===== config.mk =====
export PLATFORM = sky130hd
export DESIGN_NAME = rx_uart_128
export DESIGN_NICKNAME = d
export VERILOG_FILES = /design/src/rtl/uart_pkg.sv /design/src/rtl/uart_rx_byte.sv /design/src/rtl/rx_uart_128.sv
export SDC_FILE = /design/constraint.sdc
export NUM_CORES = 1
export LEC_CHECK = 0
export CELL_PAD_IN_SITES_DETAIL_PLACEMENT = 0
export CELL_PAD_IN_SITES_GLOBAL_PLACEMENT = 1
export CORE_MARGIN = 2
export CORE_UTILIZATION = 30
export DETAILED_ROUTE_END_ITERATION = 16
export DONT_BUFFER_PORTS = 1
export PLACE_DENSITY_LB_ADDON = 0.15
export SLEW_MARGIN = 20
export SYNTH_ARGS = -nofsm -noshare
export SYNTH_HDL_FRONTEND = slang
export SYNTH_SLANG_ARGS = --single-unit

===== constraint.sdc =====
create_clock -name clk -period 1.9 [get_ports clk]
set_clock_uncertainty 0.15 [all_clocks]
set_input_delay 0.095 -clock clk [delete_from_list [all_inputs] [get_ports clk]]
set_output_delay 0.095 -clock clk [all_outputs]
set_load 0.01 [all_outputs]

===== src/rtl/uart_pkg.sv =====
// Shared definitions for the 128-bit UART receiver: frame FSM encoding and defaults.
// The PARITY state exists only when RX_PARITY_EN is defined.
package uart_pkg;

  typedef enum logic [2:0] {
    StIdle,
    StStart,
    StData,
`ifdef RX_PARITY_EN
    StParity,
`endif
    StStop
  } uart_state_e;

  localparam int unsigned CLKS_PER_BIT_DEF = 16;
  localparam int unsigned NUM_BYTES_DEF    = 16;
  localparam int unsigned IDLE_TO_BITS_DEF = 32;

  // Width of a byte index able to hold 0..n.
  function automatic int unsigned byte_cnt_width(input int unsigned n);
    return $clog2(n + 1);
  endfunction

endpackage


===== src/rtl/uart_rx_byte.sv =====
// Single-frame UART receiver: input synchroniser plus start/data/(parity)/stop FSM.
// Build option RX_PARITY_EN adds an even-parity bit between bit 7 and stop.
module uart_rx_byte
  import uart_pkg::*;
#(
  parameter int unsigned CLKS_PER_BIT = CLKS_PER_BIT_DEF
) (
  input  logic       clk,
  input  logic       rst_n,
  input  logic       en_i,
  input  logic       rx_i,
  output logic       byte_valid_o,
  output logic       byte_err_o,
  output logic [7:0] byte_data_o,
  output logic       idle_o
);

  localparam int unsigned CntW = $clog2(CLKS_PER_BIT);
  localparam logic [CntW-1:0] BitLast  = CntW'(CLKS_PER_BIT - 1);
  localparam logic [CntW-1:0] HalfLast = CntW'(CLKS_PER_BIT / 2 - 1);

  uart_state_e     state_q, state_d;
  logic            rx_meta_q, rx_sync_q, rx_prev_q;
  logic [CntW-1:0] cnt_q, cnt_d;
  logic [2:0]      bit_q, bit_d;
  logic [7:0]      shreg_q, shreg_d;
  logic            tick;

  assign tick         = (cnt_q == BitLast);
  assign byte_data_o  = shreg_q;
  assign idle_o       = (state_q == StIdle);

  // Synchroniser flops preset high so reset never looks like a start edge.
  always_ff @(posedge clk or negedge rst_n) begin
    if (!rst_n) begin
      rx_meta_q <= 1'b1;
      rx_sync_q <= 1'b1;
      rx_prev_q <= 1'b1;
    end else begin
      rx_meta_q <= rx_i;
      rx_sync_q <= rx_meta_q;
      rx_prev_q <= rx_sync_q;
    end
  end

  always_ff @(posedge clk or negedge rst_n) begin
    if (!rst_n) begin
      state_q <= StIdle;
      cnt_q   <= '0;
      bit_q   <= '0;
      shreg_q <= '0;
    end else begin
      state_q <= state_d;
      cnt_q   <= cnt_d;
      bit_q   <= bit_d;
      shreg_q <= shreg_d;
    end
  end

  always_comb begin
    state_d      = state_q;
    cnt_d        = cnt_q + 1'b1;
    bit_d        = bit_q;
    shreg_d      = shreg_q;
    byte_valid_o = 1'b0;
    byte_err_o   = 1'b0;

    unique case (state_q)
      StIdle: begin
        cnt_d = '0;
        if (en_i && rx_prev_q && !rx_sync_q) begin
          state_d = StStart;
          bit_d   = '0;
        end
      end
      StStart: begin
        if (cnt_q == HalfLast) begin
          cnt_d   = '0;
          state_d = rx_sync_q ? StIdle : StData;
        end
      end
      StData: begin
        if (tick) begin
          cnt_d   = '0;
          shreg_d = {rx_sync_q, shreg_q[7:1]};
          bit_d   = bit_q + 1'b1;
          if (bit_q == 3'd7) begin
`ifdef RX_PARITY_EN
            state_d = StParity;
`else
            state_d = StStop;
`endif
          end
        end
      end
`ifdef RX_PARITY_EN
      StParity: begin
        if (tick) begin
          cnt_d = '0;
          if (^{shreg_q, rx_sync_q}) begin
            byte_err_o = 1'b1;
            state_d    = StIdle;
          end else begin
            state_d = StStop;
          end
        end
      end
`endif
      StStop: begin
        if (tick) begin
          cnt_d        = '0;
          state_d      = StIdle;
          byte_valid_o = rx_sync_q;
          byte_err_o   = !rx_sync_q;
        end
      end
      default: state_d = StIdle;
    endcase

    if (!en_i) begin
      state_d      = StIdle;
      cnt_d        = '0;
      byte_valid_o = 1'b0;
      byte_err_o   = 1'b0;
    end
  end

endmodule


===== src/rtl/rx_uart_128.sv =====
// 128-bit UART receiver: assembles NUM_BYTES frames (first byte -> MSB) into data_out.
// Build option RX_PARITY_EN enables per-frame even parity in uart_rx_byte.
module rx_uart_128
  import uart_pkg::*;
#(
  parameter int unsigned CLKS_PER_BIT = CLKS_PER_BIT_DEF,
  parameter int unsigned NUM_BYTES    = NUM_BYTES_DEF,
  parameter int unsigned IDLE_TO_BITS = IDLE_TO_BITS_DEF
) (
  input  logic                   clk,
  input  logic                   rst_n,
  input  logic                   en_rx,
  input  logic                   u_rx,
  output logic [8*NUM_BYTES-1:0] data_out,
  output logic                   u_rx_done,
  output logic                   u_rx_err
);

  localparam int unsigned DataW     = 8 * NUM_BYTES;
  localparam int unsigned IdxW      = byte_cnt_width(NUM_BYTES);
  localparam int unsigned IdleLimit = IDLE_TO_BITS * CLKS_PER_BIT;
  localparam int unsigned IdleW     = $clog2(IdleLimit + 1);

  logic             byte_valid, byte_err, line_idle;
  logic [7:0]       byte_data;
  logic [IdxW-1:0]  idx_q, idx_d;
  logic [IdleW-1:0] idle_cnt_q, idle_cnt_d;
  logic [DataW-1:0] word_q, word_d, data_q, data_d;
  logic             done_q, done_d, err_q, err_d;

  uart_rx_byte #(
    .CLKS_PER_BIT(CLKS_PER_BIT)
  ) u_byte (
    .clk         (clk),
    .rst_n       (rst_n),
    .en_i        (en_rx),
    .rx_i        (u_rx),
    .byte_valid_o(byte_valid),
    .byte_err_o  (byte_err),
    .byte_data_o (byte_data),
    .idle_o      (line_idle)
  );

  assign data_out  = data_q;
  assign u_rx_done = done_q;
  assign u_rx_err  = err_q;

  always_ff @(posedge clk or negedge rst_n) begin
    if (!rst_n) begin
      idx_q      <= '0;
      idle_cnt_q <= '0;
      word_q     <= '0;
      data_q     <= '0;
      done_q     <= 1'b0;
      err_q      <= 1'b0;
    end else begin
      idx_q      <= idx_d;
      idle_cnt_q <= idle_cnt_d;
      word_q     <= word_d;
      data_q     <= data_d;
      done_q     <= done_d;
      err_q      <= err_d;
    end
  end

  always_comb begin
    idx_d      = idx_q;
    idle_cnt_d = '0;
    word_d     = word_q;
    data_d     = data_q;
    done_d     = 1'b0;
    err_d      = 1'b0;

    if (!en_rx) begin
      idx_d = '0;
    end else if (byte_err) begin
      idx_d = '0;
      err_d = 1'b1;
    end else if (byte_valid) begin
      word_d = {word_q[DataW-9:0], byte_data};
      if (idx_q == IdxW'(NUM_BYTES - 1)) begin
        data_d = word_d;
        done_d = 1'b1;
        idx_d  = '0;
      end else begin
        idx_d = idx_q + 1'b1;
      end
    end else if (line_idle && (idx_q != '0)) begin
      // Inter-frame gap inside a word: abort once the idle budget is used up.
      if (idle_cnt_q == IdleW'(IdleLimit - 1)) begin
        err_d = 1'b1;
        idx_d = '0;
      end else begin
        idle_cnt_d = idle_cnt_q + 1'b1;
      end
    end
  end

endmodule

### Word level (Yosys, flattened, before mapping)

Index checks and enable logic that the tools add are counted.

| storage, ports and cells | value |
|---|---|
| bits in read-only memories | 0 |
| memory bits (writable) | 0 |
| memories kept | 0 |
| bits in latches | 0 |
| bits in registers | 286 |
| logic and storage cells | 90 |
| input port bits | 4 |

| cells by class | value |
|---|---|
| muxes and demuxes | 41 |
| bitwise logic cells | 1 |
| reductions and logical operators | 14 |
| add/subtract/negate cells | 4 |
| multipliers | 0 |
| shift-type cells | 0 |
| order comparisons | 0 |
| eq/ne operators | 17 |
| div/mod/pow operators | 0 |

Operators with widths:

| operator | count |
|---|---|
| 10-bit two-way mux | 5 |
| 5-bit two-way mux | 6 |
| 3-bit two-way mux | 8 |
| 1-bit two-way mux | 15 |
| 3-bit by 2-bit inequality test with 1-bit output, second input constant | 5 |
| 4-bit two-way mux | 3 |
| 3-bit one-hot mux with 4 select lines | 1 |
| 4-bit one-hot mux with 3 select lines | 1 |
| 10-bit by 1-bit adder with 10-bit output, second input constant | 1 |
| 10-bit by 9-bit equality test with 1-bit output, second input constant | 1 |
| 4-bit by 1-bit inequality test with 1-bit output, second input constant | 2 |
| 3-bit by 2-bit equality test with 1-bit output, second input constant | 2 |
| 3-bit one-hot mux with 2 select lines | 1 |
| 3-bit AND reduction | 2 |
| 5-bit by 1-bit adder with 5-bit output, second input constant | 1 |
| 5-bit by 4-bit equality test with 1-bit output, second input constant | 1 |
| 5-bit AND reduction | 1 |
| 5-bit nonzero test | 1 |
| 4-bit by 1-bit adder with 4-bit output, second input constant | 1 |
| 4-bit by 3-bit equality test with 1-bit output, second input constant | 1 |
| 4-bit equality test, second input constant | 1 |
| 2-bit by 1-bit inequality test with 1-bit output, second input constant | 2 |
| 2-bit AND reduction | 2 |
| 4-bit AND reduction | 1 |
| 10 further kinds | 12 |

### Logic depth before layout (Yosys ltp)

Gate-level depths: netlist of run 1.

| logic depth | value |
|---|---|
| depth in word-level cells | 7 |
| gate-level depth with buffers | 7 |
| mapped depth without buffers | 6 |

### By module

From an unflattened synthesis of run 1, not the netlist that was laid out.

| second synthesis, totals | value |
|---|---|
| cells, all modules | 923 |
| area, all modules | 10926.7 um^2 |

By module, submodules not included:

| module | sequential area each (um^2) | area an instance (um^2) | cells each | times used |
|---|---|---|---|---|
| rx_uart_128 | 6631.4 | 10025.9 | 857 | 1 |
| uart_rx_byte | 504.2 | 900.9 | 66 | 1 |

### Worst setup path before layout of run 1

No wires, ideal clock.

| path | value |
|---|---|
| path kind | register to register |
| start | register u_byte.cnt_q[0] |
| end | register data_q[100] (netlist: data_out[100]) |
| library setup time | 0.125 ns |
| arrival | 1.791 ns |
| clock period less this slack | 2.066 ns |
| cell stages (with the launch flop) | 7 |
| slack | -0.166 ns |
| cells stage by stage | dfrtp_1 ha_1 nand4_4 nor4_4 buf_4 buf_6 mux2_2 |

| between the ends | value |
|---|---|
| longest elaborated chain between the ends | 6 |
| elaborated cells on any way between the ends | 9 |

RTL lines:

| element | line | text |
|---|---|---|
| start, declared | uart_rx_byte.sv:24 | `logic [CntW-1:0] cnt_q, cnt_d;` |
| start signal, assigned | uart_rx_byte.sv:54 | `cnt_q <= cnt_d;` |
| 4-bit equality test * | uart_rx_byte.sv:29 | `assign tick = (cnt_q == BitLast);` |
| 1-bit two-way mux | uart_rx_byte.sv:110 | `if (tick) begin` |
| 1-bit two-way mux | uart_rx_byte.sv:68 | `unique case (state_q)` |
| 1-bit two-way mux | uart_rx_byte.sv:120 | `if (!en_i) begin` |
| 1-bit inverter (no source line) | -- |  |
| 4-bit AND reduction (no source line) * | -- |  |
| end signal, assigned | rx_uart_128.sv:60 | `data_q <= data_d;` |
| end, declared | rx_uart_128.sv:28 | `logic [DataW-1:0] word_q, word_d, data_q, data_d;` |

Mark *: on every way between the ends. The rest lies on a longest branch, timed or not.
A chain may end at the register's enable or synchronous reset.

### Worst setup path in the final report of run 1

| path | value |
|---|---|
| start | register u_byte.rx_sync_q |
| end | register data_q[36] (netlist: data_out[36]) |

| between the ends | value |
|---|---|
| longest elaborated chain between the ends | 6 |
| elaborated cells on any way between the ends | 9 |

RTL lines:

| element | line | text |
|---|---|---|
| start, declared | uart_rx_byte.sv:23 | `logic rx_meta_q, rx_sync_q, rx_prev_q;` |
| start signal, assigned | uart_rx_byte.sv:41 | `rx_sync_q <= rx_meta_q;` |
| 1-bit zero test | uart_rx_byte.sv:114 | `byte_err_o = !rx_sync_q;` |
| 1-bit two-way mux | uart_rx_byte.sv:110 |  |
| 1-bit two-way mux | uart_rx_byte.sv:68 |  |
| 1-bit two-way mux | uart_rx_byte.sv:120 |  |
| 1-bit inverter (no source line) | -- |  |
| 4-bit AND reduction (no source line) * | -- |  |

Marked as above.

==> summary.md, run 1 <==
| Metric | Value |
|---|---|
| Drt pass-1 iters | 4 |
| Synth Cell Area | 10910 sq um |
| Slew @ Worst Pin | 0.8280 ns |
| IO Count | 134 |
| Total Routed Length | 23.31 mm |
| Unique masters post-synth | 43 |
| Most Used Layer, Global Route | met2 |
| Post-synth ARST share | 100.0% |
| GR Layer Usage met2 | 19.75% |
| Die area | 37920 sq um |
| Synth top area share | 64.66% |
| Inst Count DP | 1141 |
| Die Ht | 194.7 um |
| Hold buffers post-CTS | 3 |
| Max-cap viol count | 0 |
| Max-slew violation count | 0 |
| Row cnt | 69 |
| Status | complete, but fails checks |
| GPL Wtd Cong | 0.7582 |
| Kind of critical path | reg -> reg |
| Count of final setup violators | 247 |
| VDD IR max | 0.5903 mV |
| 1st-iter DRT viols | 240 |
| Synthesized flop and latch total | 285 |
| CP arrival | 2.31 ns |
| Class of the worst hold path | in -> async |
| Clock latency on the worst-skew pair | 0.55 ns |
| Period Utilization, post-route | 107.1% |
| Most common flop cell mapped by yosys | dfrtp_1 |
| WL/cell | 19.17 um |
| Worst Path Max Fanout | 23 |
| DP HPWL | 14.91 mm |
| Vias in the first global route | 5993 |
| Failing checks | negative hold slack, negative setup slack |
| Number of synthesized flops with an enable pin | 0 |
| Total GRT Usage | 11.98% |
| Grt ovf | 0 |
| Worst hold slack | -0.9131 ns |
| Startpoint Class | register |
| Seq/Total Area, Yosys | 65.39% |
| Slew HR | 44.80% |
| Most common cell after layout, fill and taps aside | dfrtp_1 |
| Ys Warns | 0 |
| Fin. Hold Viols | 310 |
| Finished Layout Cells | 1216 |
| Share of layout cells above drive strength 1 | 49.93% |
| Antenna Cells | 0 |
| M1 GR Usage | 14.98% |
| Root Buffer | clkbuf_16 |
| Leak | 6.473 nW |
| Most frequent cells in the layout | dfrtp_1, mux2_2, clkbuf_16 |
| H-tree levels | 1 |
| PortBufs | 0 |
| Initial cell density of the core | 30.61% |
| CTS buffer count | 31 |
| Drt drc | 0 |
| Fmax | 491.3 MHz |
| Largest net degree at the start of global routing | 286 |
| Final worst slack | -0.1352 ns |
| Nets | 741 |
| Syn-to-layout area delta | 21.71% |
| Area leader, netlist | dfrtp_1 |
| Min Tclk post-route | 2.035 ns |
| Avg Cell Area, Syn | 16.34 sq um |
| Pwr per Cell Area | 896.6 nW/um^2 |
| Clock Sinks | 285 |
| Via count | 5635 |
| Core area | 35660 sq um |
| CTS Buffer Depth | 3 |
| CTS tree | built |
| First-pass GRT wire length | 36.27 mm |
| ANT nets after route | 0 |
| Net Count, Synth | 678 |
| Cells after Synth | 668 |
| Die span in x | 194.7 um |
| Via/cell ratio | 4.634 |
| Worst Setup End Kind | register |
| GR Layer Usage met3 | 4.199% |
| Reg clk slew, reported paths | 0.06 ns |
| Setup TNS | -18.47 ns |
| RSZ-0062 raised after global routing | yes |
| Required time of the critical path | 2.18 ns |
| Top cells by area, synth | dfrtp_1, mux2_2, buf_6 |
| Initial antenna violation count | 0 |
[registers in the layout, summed over array words and instances, names as in the netlist]
| signal | cells |
|---|---|
| idle_cnt_q | 10 |
| u_rx_done | 1 |
| u_byte.rx_sync_q | 1 |
| data_out | 128 |
| u_byte.cnt_q | 4 |
| u_byte.rx_prev_q | 1 |
| idx_q | 5 |
| word_q | 120 |
| u_byte.rx_meta_q | 1 |
| u_rx_err | 1 |
| u_byte.state_q | 2 |
| u_byte.bit_q | 3 |
| u_byte.byte_data_o | 8 |
[stage by stage]
stage          util, %  area (sq um)  power (mW)  setup WS (ns)
5_1_grt          37.25         13280       12.39        -0.2063
2_1_floorplan        -         10970       6.215       -0.01623
3_5_place_dp     33.03         11780       6.221        -0.1770
3_3_place_gp     33.03         11780       6.220        -0.1328
6_report         37.25         13280       11.91        -0.1352
4_1_cts          36.34         12960       12.12        -0.1616
[power breakdown]
group | internal [mW] | total (mW) | switching [mW]
logic | 0.0165 | 0.0311 | 0.0146
clock network | 3.44 | 5.79 | 2.35
registers | 6.08 | 6.08 | 0.00458
[kinds of logic after synthesis]
| kind of cell | share of synthesized area (%) |
|---|---|
| adder cells (fa/ha/maj) | 0.6879 |
| flip-flops | 65.39 |
| buffers and inverters | 2.259 |
| multiplexers | 26.61 |
| XOR/XNOR | 0.8829 |
| AND/OR/NAND/NOR | 2.992 |
| AO/OA/AOI/OAI | 1.181 |
[worst max-delay path, stage by stage, from the launching register on]
cell     delay, ns
dfstp_2       0.57
nand3_4       0.10
nor4_4        0.34
buf_12        0.20
buf_12        0.18
mux2_2        0.35
[what timing repair did]
item / 4_1_cts / 5_1_grt
buffers inserted: 4 / 3
endpoints found under the setup margin: 235 / 242
gates resized for setup: 35 / 29
cloned: 0 / 8
hold endpoints to repair: 312 / 310
pin swaps: 1 / 2
[synthesized netlist by cell type (all sizes together) (4+ instances only)]
| cell | n |
|---|---|
| nand3 | 11 |
| mux2 | 257 |
| ha | 6 |
| inv | 6 |
| buf | 30 |
| xor2 | 8 |
| dfrtp | 282 |
| nand2 | 7 |
| nor2 | 18 |
| nand4 | 4 |
[layer usage]
metal / wire [um] / vias up
li1: - / 2519
met2: 11240 / 106
met3: 1567 / 37
met5: 0 / -
met4: 524 / 0
met1: 9979 / 2973
[worst paths after layout]
check,startpoint,endpoint,slack (ns),cells past startpoint
worst min-delay path,rst_n,data_out[113]$_DFFE_PN0P_,-0.91,0
max in group asynchronous,rst_n,word_q[118]$_DFFE_PN0P_,1.81,0
worst min register to register,u_byte.rx_meta_q$_DFF_PN1_,u_byte.rx_sync_q$_DFF_PN1_,0.20,0
min in group clk,en_rx,u_rx_err$_DFF_PN0_,-0.47,1
worst max-delay path,u_byte.rx_sync_q$_DFF_PN1_,data_out[36]$_DFFE_PN0P_,-0.14,5
worst max register to register,u_byte.rx_sync_q$_DFF_PN1_,data_out[36]$_DFFE_PN0P_,-0.14,5
[cell type report]
cell class / instances / area [sq um]
fill: 3358 / 22370
sequential: 285 / 7136
multi-input combinational: 347 / 3712
clock buffer: 50 / 927.1
timing repair buffer: 60 / 843.3
tap: 461 / 576.8
clock inverter: 7 / 62.56
inverter: 6 / 25.02
No activity file was read; power rests on OpenSTA's default activity.
==> run 2: changes to the inputs <==
--- a/config.mk
+++ b/config.mk
@@ -10,3 +10,3 @@
 export CORE_MARGIN = 2
-export CORE_UTILIZATION = 30
+export CORE_UTILIZATION = 38
 export DETAILED_ROUTE_END_ITERATION = 16
==> constraint.sdc (replaced) <==
create_clock -name clk -period 1.9 [get_ports clk]
set_clock_uncertainty 0.15 [all_clocks]
set_input_delay 0.475 -clock clk [delete_from_list [all_inputs] [get_ports clk]]
set_output_delay 0.475 -clock clk [all_outputs]
set_load 0.01 [all_outputs]
==> run 2 against run 1 <==
The flow still finishes with violations (negative hold slack, negative setup slack). Routed wire length down 4.1%. Register-to-register slack improved by 0.02 ns. Clock power rose by 4.0%. Sequential power is essentially flat. Via count shrank 0.41%. Largest cell class unchanged. Critical path depth increased by 2.
==> summary.md, run 2 (synthesis gave the netlist of run 1 again) <==
| Metric | Value |
|---|---|
| Status | complete, but fails checks (unchanged) |
| Failing checks | negative hold slack, negative setup slack (unchanged) |
| Largest net degree at the start of global routing | 286 (unchanged) |
| Syn-to-layout area delta | 22.52% (was 21.71%) |
| Crit-path slowest cell | dfrtp_1 (was dfstp_2) |
| Worst r2r path cells | 7 (was 5) |
| Reg clk slew, reported paths | 0.07 ns (was 0.06 ns) |
| IO Count | 134 (unchanged) |
| Root Buffer | clkbuf_16 (unchanged) |
| Most frequent CP cell | buf_12 (unchanged) |
| RSZ-0062 raised after global routing | yes (unchanged) |
| Grt ovf | 0 (unchanged) |
| Die area | 30090 sq um (was 37920 sq um) |
| Flop2flop setup slack | -0.11 ns (was -0.14 ns) |
| DP HPWL | 13.25 mm (was 14.91 mm) |
| Pwr per Cell Area | 907.9 nW/um^2 (was 896.6 nW/um^2) |
| GPL Wtd Cong | 0.7015 (was 0.7582) |
| VDD IR max | 0.5818 mV (was 0.5903 mV) |
| Total GRT Usage | 14.69% (was 11.98%) |
| Routed wl met3 | 1.727 mm (was 1.567 mm) |
| Clock Sinks | 285 (unchanged) |
| Period Utilization, post-route | 106.0% (was 107.1%) |
| Max-slew violation count | 0 (unchanged) |
| Slew HR | 62.49% (was 44.80%) |
| Placed inst area | 11610 sq um (was 11780 sq um) |
| CP arrival | 2.29 ns (was 2.31 ns) |
| Hold buffers post-CTS | 2 (was 3) |
| Metal1 wirelength | 9.401 mm (was 9.979 mm) |
| Final Cell Area | 13370 sq um (was 13280 sq um) |
| Required time of the critical path | 2.17 ns (was 2.18 ns) |
| H-tree levels | 1 (unchanged) |
| Met2 wire len | 10.76 mm (was 11.24 mm) |
| ANT nets after route | 0 (unchanged) |
| Worst R2R Start | idx_q[0]$_DFFE_PN0P_ (was u_byte.rx_sync_q$_DFF_PN1_) |
| Kind of critical path | reg -> reg (unchanged) |
| Total Routed Length | 22.35 mm (was 23.31 mm) |
| Crit-path cells | ha_4 -> nand3_4 -> nor4_4 -> buf_12 -> buf_12 -> clkbuf_16 -> mux2_4 (was nand3_4 -> nor4_4 -> buf_12 -> buf_12 -> mux2_2) |
| Startpoint Class | register (unchanged) |
| Die span in x | 173.5 um (was 194.7 um) |
| Min Tclk post-route | 2.015 ns (was 2.035 ns) |
| Fin. Hold Viols | 285 (was 310) |
| Final worst slack | -0.1146 ns (was -0.1352 ns) |
| Max FFs per register | 128 (unchanged) |
| Nets | 737 (was 741) |
| First-pass GRT wire length | 35.43 mm (was 36.27 mm) |
| Vias in the first global route | 6121 (was 5993) |
| Core area | 28470 sq um (was 35660 sq um) |
| PortBufs | 0 (unchanged) |
| CTS tree | built (unchanged) |
| Most frequent cells in the layout | dfrtp_1, mux2_2, mux2_4 (was dfrtp_1, mux2_2, clkbuf_16) |
| Share of layout cells above drive strength 1 | 51.07% (was 49.93%) |
| CTS buffer count | 30 (was 31) |
| Max Used Layer | met4 (unchanged) |
| Initial cell density of the core | 38.33% (was 30.61%) |
| Max-cap viol count | 0 (unchanged) |
| Drt drc | 0 (unchanged) |
| Die Ht | 173.5 um (was 194.7 um) |
| Setup TNS | -14.00 ns (was -18.47 ns) |
| Via/cell ratio | 4.949 (was 4.634) |
| Leak | 6.524 nW (was 6.473 nW) |
| Drt pass-1 iters | 4 (unchanged) |
| Worst Setup End Kind | register (unchanged) |
| Slew @ Worst Pin | 0.5626 ns (was 0.8280 ns) |
| WL/cell | 19.71 um (was 19.17 um) |
| Via count | 5612 (was 5635) |
| Antenna Cells | 0 (unchanged) |
| 1st-iter DRT viols | 232 (was 240) |
| Worst hold slack | -0.5264 ns (was -0.9131 ns) |
| Count of final setup violators | 250 (was 247) |
| Worst Path Max Fanout | 7 (was 23) |
| Row cnt | 62 (was 69) |
| CTS Buffer Depth | 3 (unchanged) |
| Fmax | 496.4 MHz (was 491.3 MHz) |
| Clock latency on the worst-skew pair | 0.55 ns (about the same) |
| Class of the worst hold path | in -> async (unchanged) |
| Total Power | 12.14 mW (was 11.91 mW) |
| Most common cell after layout, fill and taps aside | dfrtp_1 (unchanged) |
| Reg-to-reg endpoint | data_out[2]$_DFFE_PN0P_ (was data_out[36]$_DFFE_PN0P_) |
| Initial antenna violation count | 0 (unchanged) |
| Crit path largest cell delay | 0.41 ns (was 0.57 ns) |
-- run 2: final cells by class --
class | count | area [sq um]
fillers | 2475 | 15100
inverters | 6 | 22.52
flip-flops and latches | 285 | 7136
clock inverters | 6 | 83.83
well taps | 384 | 480.5
clock buffers | 49 | 963.4
multi-input cells | 347 | 3791
repair buffers | 57 | 893.4
-- run 2: power by group --
part / internal (mW) / switching, mW / total [mW]
Clock: 3.70 / 2.31 / 6.02
Sequential: 6.08 / 0.00492 / 6.08
Combinational: 0.0192 / 0.0173 / 0.0365
-- run 2: repair_timing --
action / CTS / global route
endpoints found under the setup margin: 258 / 260
cloned: 7 / 3
buffers inserted: 7 / 7
hold endpoints to repair: 297 / 285
pin swaps: 2 / 11
resized for setup: 31 / 38
-- run 2: worst max path at each step --
stage,slack (ns),cells after the start,startpoint,end
6_report,-0.11,7,idx_q[0]$_DFFE_PN0P_,data_out[2]$_DFFE_PN0P_
5_1_grt,-0.20,7,idx_q[0]$_DFFE_PN0P_,data_out[2]$_DFFE_PN0P_
4_1_cts,-0.14,7,u_byte.cnt_q[1]$_DFF_PN0_,data_out[28]$_DFFE_PN0P_
3_5_place_dp,-0.14,6,idx_q[1]$_DFFE_PN0P_,data_out[28]$_DFFE_PN0P_
3_3_place_gp,-0.09,6,idx_q[0]$_DFFE_PN0P_,data_out[28]$_DFFE_PN0P_
2_1_floorplan,-0.05,6,u_byte.cnt_q[0]$_DFF_PN0_,data_out[100]$_DFFE_PN0P_
-- run 2: worst max-delay path, delay by kind of cell (launching register included) --
family | cells | cell delay (ns)
adders and majority gates | 1 | 0.18
DFF | 1 | 0.41
and+or+nand+nor | 2 | 0.37
muxes | 1 | 0.29
buffers and inverters | 3 | 0.48
-- run 2: metal layers --
| metal | GRT usage [%] | up-vias |
|---|---|---|
| met5 | 0 | - |
| met2 | 24.12 | 119 |
| met4 | 4.202 | 0 |
| met1 | 18.63 | 2948 |
| met3 | 4.868 | 48 |
| li1 | - | 2497 |
-- run 2: per-stage QoR --
| step | utilization, % | std cells | worst slack, ns |
|---|---|---|---|
| after floorplan | - | 668 | -0.05217 |
| after detailed placement | 40.77 | 1053 | -0.1414 |
| after CTS | 45.90 | 1124 | -0.1401 |
| after global routing | 46.96 | 1134 | -0.2031 |
| final | 46.96 | 1134 | -0.1146 |
| after global placement | 40.77 | 1053 | -0.09375 |
==> run 3: changes to the inputs <==
Settings changed: ABC_AREA from default to 1, SLEW_MARGIN 20 to default.
==> run 3 against run 2 <==
The flow finishes with violations (negative hold slack). Non-clock buffer count decreased by 3. Routed wire length increased by 9.6%. Final cell count increased by 38%. Critical path depth increased by 3. Die area decreased by 0.14%. Critical path type unchanged. Largest cell class unchanged. Highest routed layer unchanged.
==> summary.md, run 3 <==
| Metric | Value |
|---|---|
| WL/cell | 15.66 um (was 19.71 um) |
| Row cnt | 61 (was 62) |
| Syn-to-layout area delta | 19.49% (was 22.52%) |
| Worst r2r path cells | 10 (was 7) |
| Clock latency on the worst-skew pair | 0.51 ns (was 0.55 ns) |
| PortBufs | 0 (unchanged) |
| Count leader, synth | nand2_1 (was dfrtp_1) |
| Top cells by area, synth | dfrtp_1, nand2_1, o21ai_1 (was dfrtp_1, mux2_2, buf_6) |
| Root Buffer | clkbuf_16 (unchanged) |
| Total GRT Usage | 15.81% (was 14.69%) |
| Most frequent cells in the layout | nand2_1, dfrtp_1, o21ai_1 (was dfrtp_1, mux2_2, mux2_4) |
| CTS buffer count | 34 (was 30) |
| Unique masters post-synth | 24 (was 43) |
| Die span in x | 173.3 um (was 173.5 um) |
| Reg clk slew, reported paths | 0.06 ns (was 0.07 ns) |
| Area leader, netlist | dfrtp_1 (unchanged) |
| Fin. Hold Viols | 282 (was 285) |
| Hold buffers post-CTS | 2 (unchanged) |
| Clock Sinks | 285 (unchanged) |
| Most common cell after layout, fill and taps aside | nand2_1 (was dfrtp_1) |
| Net Count, Synth | 1135 (was 678) |
| Synthesized flop and latch total | 285 (unchanged) |
| Nets | 1172 (was 737) |
| Kind of critical path | reg -> reg (unchanged) |
| Initial cell density of the core | 38.90% (was 38.33%) |
| IO Count | 134 (unchanged) |
| Seq/Total Area, Yosys | 65.48% (was 65.39%) |
| Crit-path slowest cell | dfrtp_1 (unchanged) |
| Period Utilization, post-route | 97.07% (was 106.0%) |
| Synth top area share | 64.76% (was 64.66%) |
| Max FFs per register | 128 (unchanged) |
| Via/cell ratio | 4.623 (was 4.949) |
| Multi-input logic area | 2983 sq um (was 3791 sq um) |
| H-tree levels | 2 (was 1) |
| Leak | 5.750 nW (was 6.524 nW) |
| Slew @ Worst Pin | 0.7318 ns (was 0.5626 ns) |
| ANT nets after route | 0 (unchanged) |
| CP arrival | 2.08 ns (was 2.29 ns) |
| Cells after Synth | 1125 (was 668) |
| FF/Latch Area | 7136 sq um (unchanged) |
| Required time of the critical path | 2.14 ns (was 2.17 ns) |
| Fmax | 542.2 MHz (was 496.4 MHz) |
| First-pass GRT wire length | 38.87 mm (was 35.43 mm) |
| Worst Path Max Fanout | 23 (was 7) |
| Crit path largest cell delay | 0.36 ns (was 0.41 ns) |
| Min Tclk post-route | 1.844 ns (was 2.015 ns) |
| Crit-path cells | ha_2 -> nand2_2 -> nor2_4 -> nand2_2 -> nor2_4 -> nand3_4 -> buf_4 -> clkbuf_16 -> nand2_1 -> o21ai_1 (was ha_4 -> nand3_4 -> nor4_4 -> buf_12 -> buf_12 -> clkbuf_16 -> mux2_4) |
| Count of final setup violators | 0 (was 250) |
| Avg Cell Area, Syn | 9.686 sq um (was 16.34 sq um) |
| Post-synth ARST share | 100.0% (unchanged) |
| Synth Cell Area | 10900 sq um (was 10910 sq um) |
| CTS tree | built (unchanged) |
| Number of synthesized flops with an enable pin | 0 (unchanged) |
| Drt pass-1 iters | 4 (unchanged) |
| Total Routed Length | 24.51 mm (was 22.35 mm) |
| Startpoint Class | register (unchanged) |
| Status | complete, but fails checks (unchanged) |
| Setup TNS | 0 ns (was -14.00 ns) |
| Failing checks | negative hold slack (was negative hold slack, negative setup slack) |
| Die area | 30050 sq um (was 30090 sq um) |
| Slew HR | 51.22% (was 62.49%) |
| Vias in the first global route | 7196 (was 6121) |
| Worst hold slack | -0.4763 ns (was -0.5264 ns) |
| Drt drc | 0 (unchanged) |
| Worst Setup End Kind | register (unchanged) |
| CTS Buffer Depth | 3 (unchanged) |
| Fill count | 2711 (was 2475) |
| Initial antenna violation count | 0 (unchanged) |
| VDD IR max | 0.6519 mV (was 0.5818 mV) |
| Synth top cells by count | nand2_1, dfrtp_1, o21ai_1, inv_1, o21ai_0 (was dfrtp_1, mux2_2, buf_2, nor2_1) |
| Class of the worst hold path | in -> async (unchanged) |
| Max-slew violation count | 0 (unchanged) |
| RSZ-0062 raised after global routing | yes (unchanged) |
| Pwr per Cell Area | 1019 nW/um^2 (was 907.9 nW/um^2) |
| Antenna Cells | 0 (unchanged) |
| DP HPWL | 14.97 mm (was 13.25 mm) |
| Ys Warns | 0 (unchanged) |
| Die Ht | 173.3 um (was 173.5 um) |
| GPL Wtd Cong | 0.7454 (was 0.7015) |
| Max-cap viol count | 0 (unchanged) |
| Most common flop cell mapped by yosys | dfrtp_1 (unchanged) |
| Largest net degree at the start of global routing | 286 (unchanged) |
| Grt ovf | 0 (unchanged) |
| Share of layout cells above drive strength 1 | 10.78% (was 51.07%) |
| Core area | 28010 sq um (was 28470 sq um) |
| 1st-iter DRT viols | 446 (was 232) |
| Via count | 7235 (was 5612) |
-- run 3: cell count changes in the layout (fill, tap and decap cells not counted), moves of 8 or more --
cell and change:
inv_1 +133, nand3_1 +9, o21ai_1 +178, nand2_1 +304, mux2_4 -45, nor2_1 +12, nand2_2 +8, o21ai_0 +71
mux2_2 -212
-- run 3: final timing paths --
path                                             from                            end  slack, ns
setup / recovery            u_byte.cnt_q[0]$_DFF_PN0_       data_out[66]$_DFFE_PN0P_       0.06
hold / removal                                  rst_n       data_out[68]$_DFFE_PN0P_      -0.48
max in group asynchronous                       rst_n      data_out[104]$_DFFE_PN0P_       1.47
min in group clk                                en_rx  u_byte.state_q[1]$_DFFE_PN0P_       0.04
setup reg to reg            u_byte.cnt_q[0]$_DFF_PN0_       data_out[66]$_DFFE_PN0P_       0.06
hold reg to reg            u_byte.rx_meta_q$_DFF_PN1_     u_byte.rx_sync_q$_DFF_PN1_       0.21
-- run 3: layout make-up --
cell class                 instances  share of cell area, %
clock buffer                      50                  7.697
clock inverter                    11                  1.413
inverter                         140                  4.036
multi-input combinational        647                  22.91
sequential                       285                  54.80
tap                              378                  3.633
timing repair buffer              54                  5.506
-- run 3: where the power goes --
| part | switching [mW] | internal [mW] |
|---|---|---|
| sequential | 0.0332 | 6.12 |
| combinational | 0.153 | 0.101 |
| clock | 2.53 | 4.34 |
-- run 3: what timing repair did --
action	CTS	global route
resized for setup	0	19
endpoints found under the hold margin	288	285
setup buffers	0	4
setup endpoints to repair	0	130
-- run 3: logic make-up after synthesis --
| kind of cell | after synthesis | share of synthesized area (%) |
|---|---|---|
| simple gates | 372 | 13.32 |
| xor+xnor | 8 | 0.6430 |
| fa+ha+maj | 6 | 0.6889 |
| buf+inv | 195 | 7.934 |
| flops | 285 | 65.48 |
| compound gates | 259 | 11.93 |
-- run 3: critical path: cells and delay by family (launching register included) --
family | cells | cell delay (ns)
compound gates | 1 | 0.06
fa+ha+maj | 1 | 0.18
buf+inv | 2 | 0.38
flops | 1 | 0.36
simple gates | 6 | 0.58
-- run 3: layer usage --
| layer | GRT usage (%) | share of wire, % | wire length [um] |
|---|---|---|---|
| met1 | 20.88 | 46 | 11360 |
| met2 | 25.42 | 46 | 11290 |
| met3 | 4.232 | 5.6 | 1384 |
| met4 | 5.085 | 1.9 | 472 |
| met5 | 0 | 0 | 0 |
-- run 3: metrics by stage --
step                      power, mW  setup slack [ns]  utilization (%)  cells  cell area [sq um]
final                         13.27           0.05561            46.48   1565              13020
after global routing          13.74          -0.03068            46.48   1565              13020
after CTS                     13.46          0.003573            45.51   1553              12750
after detailed placement      6.510          0.008828            41.21   1490              11540
after global placement        6.510           0.06229            41.21   1490              11540
after floorplan               6.431            0.1668                -   1125              10900
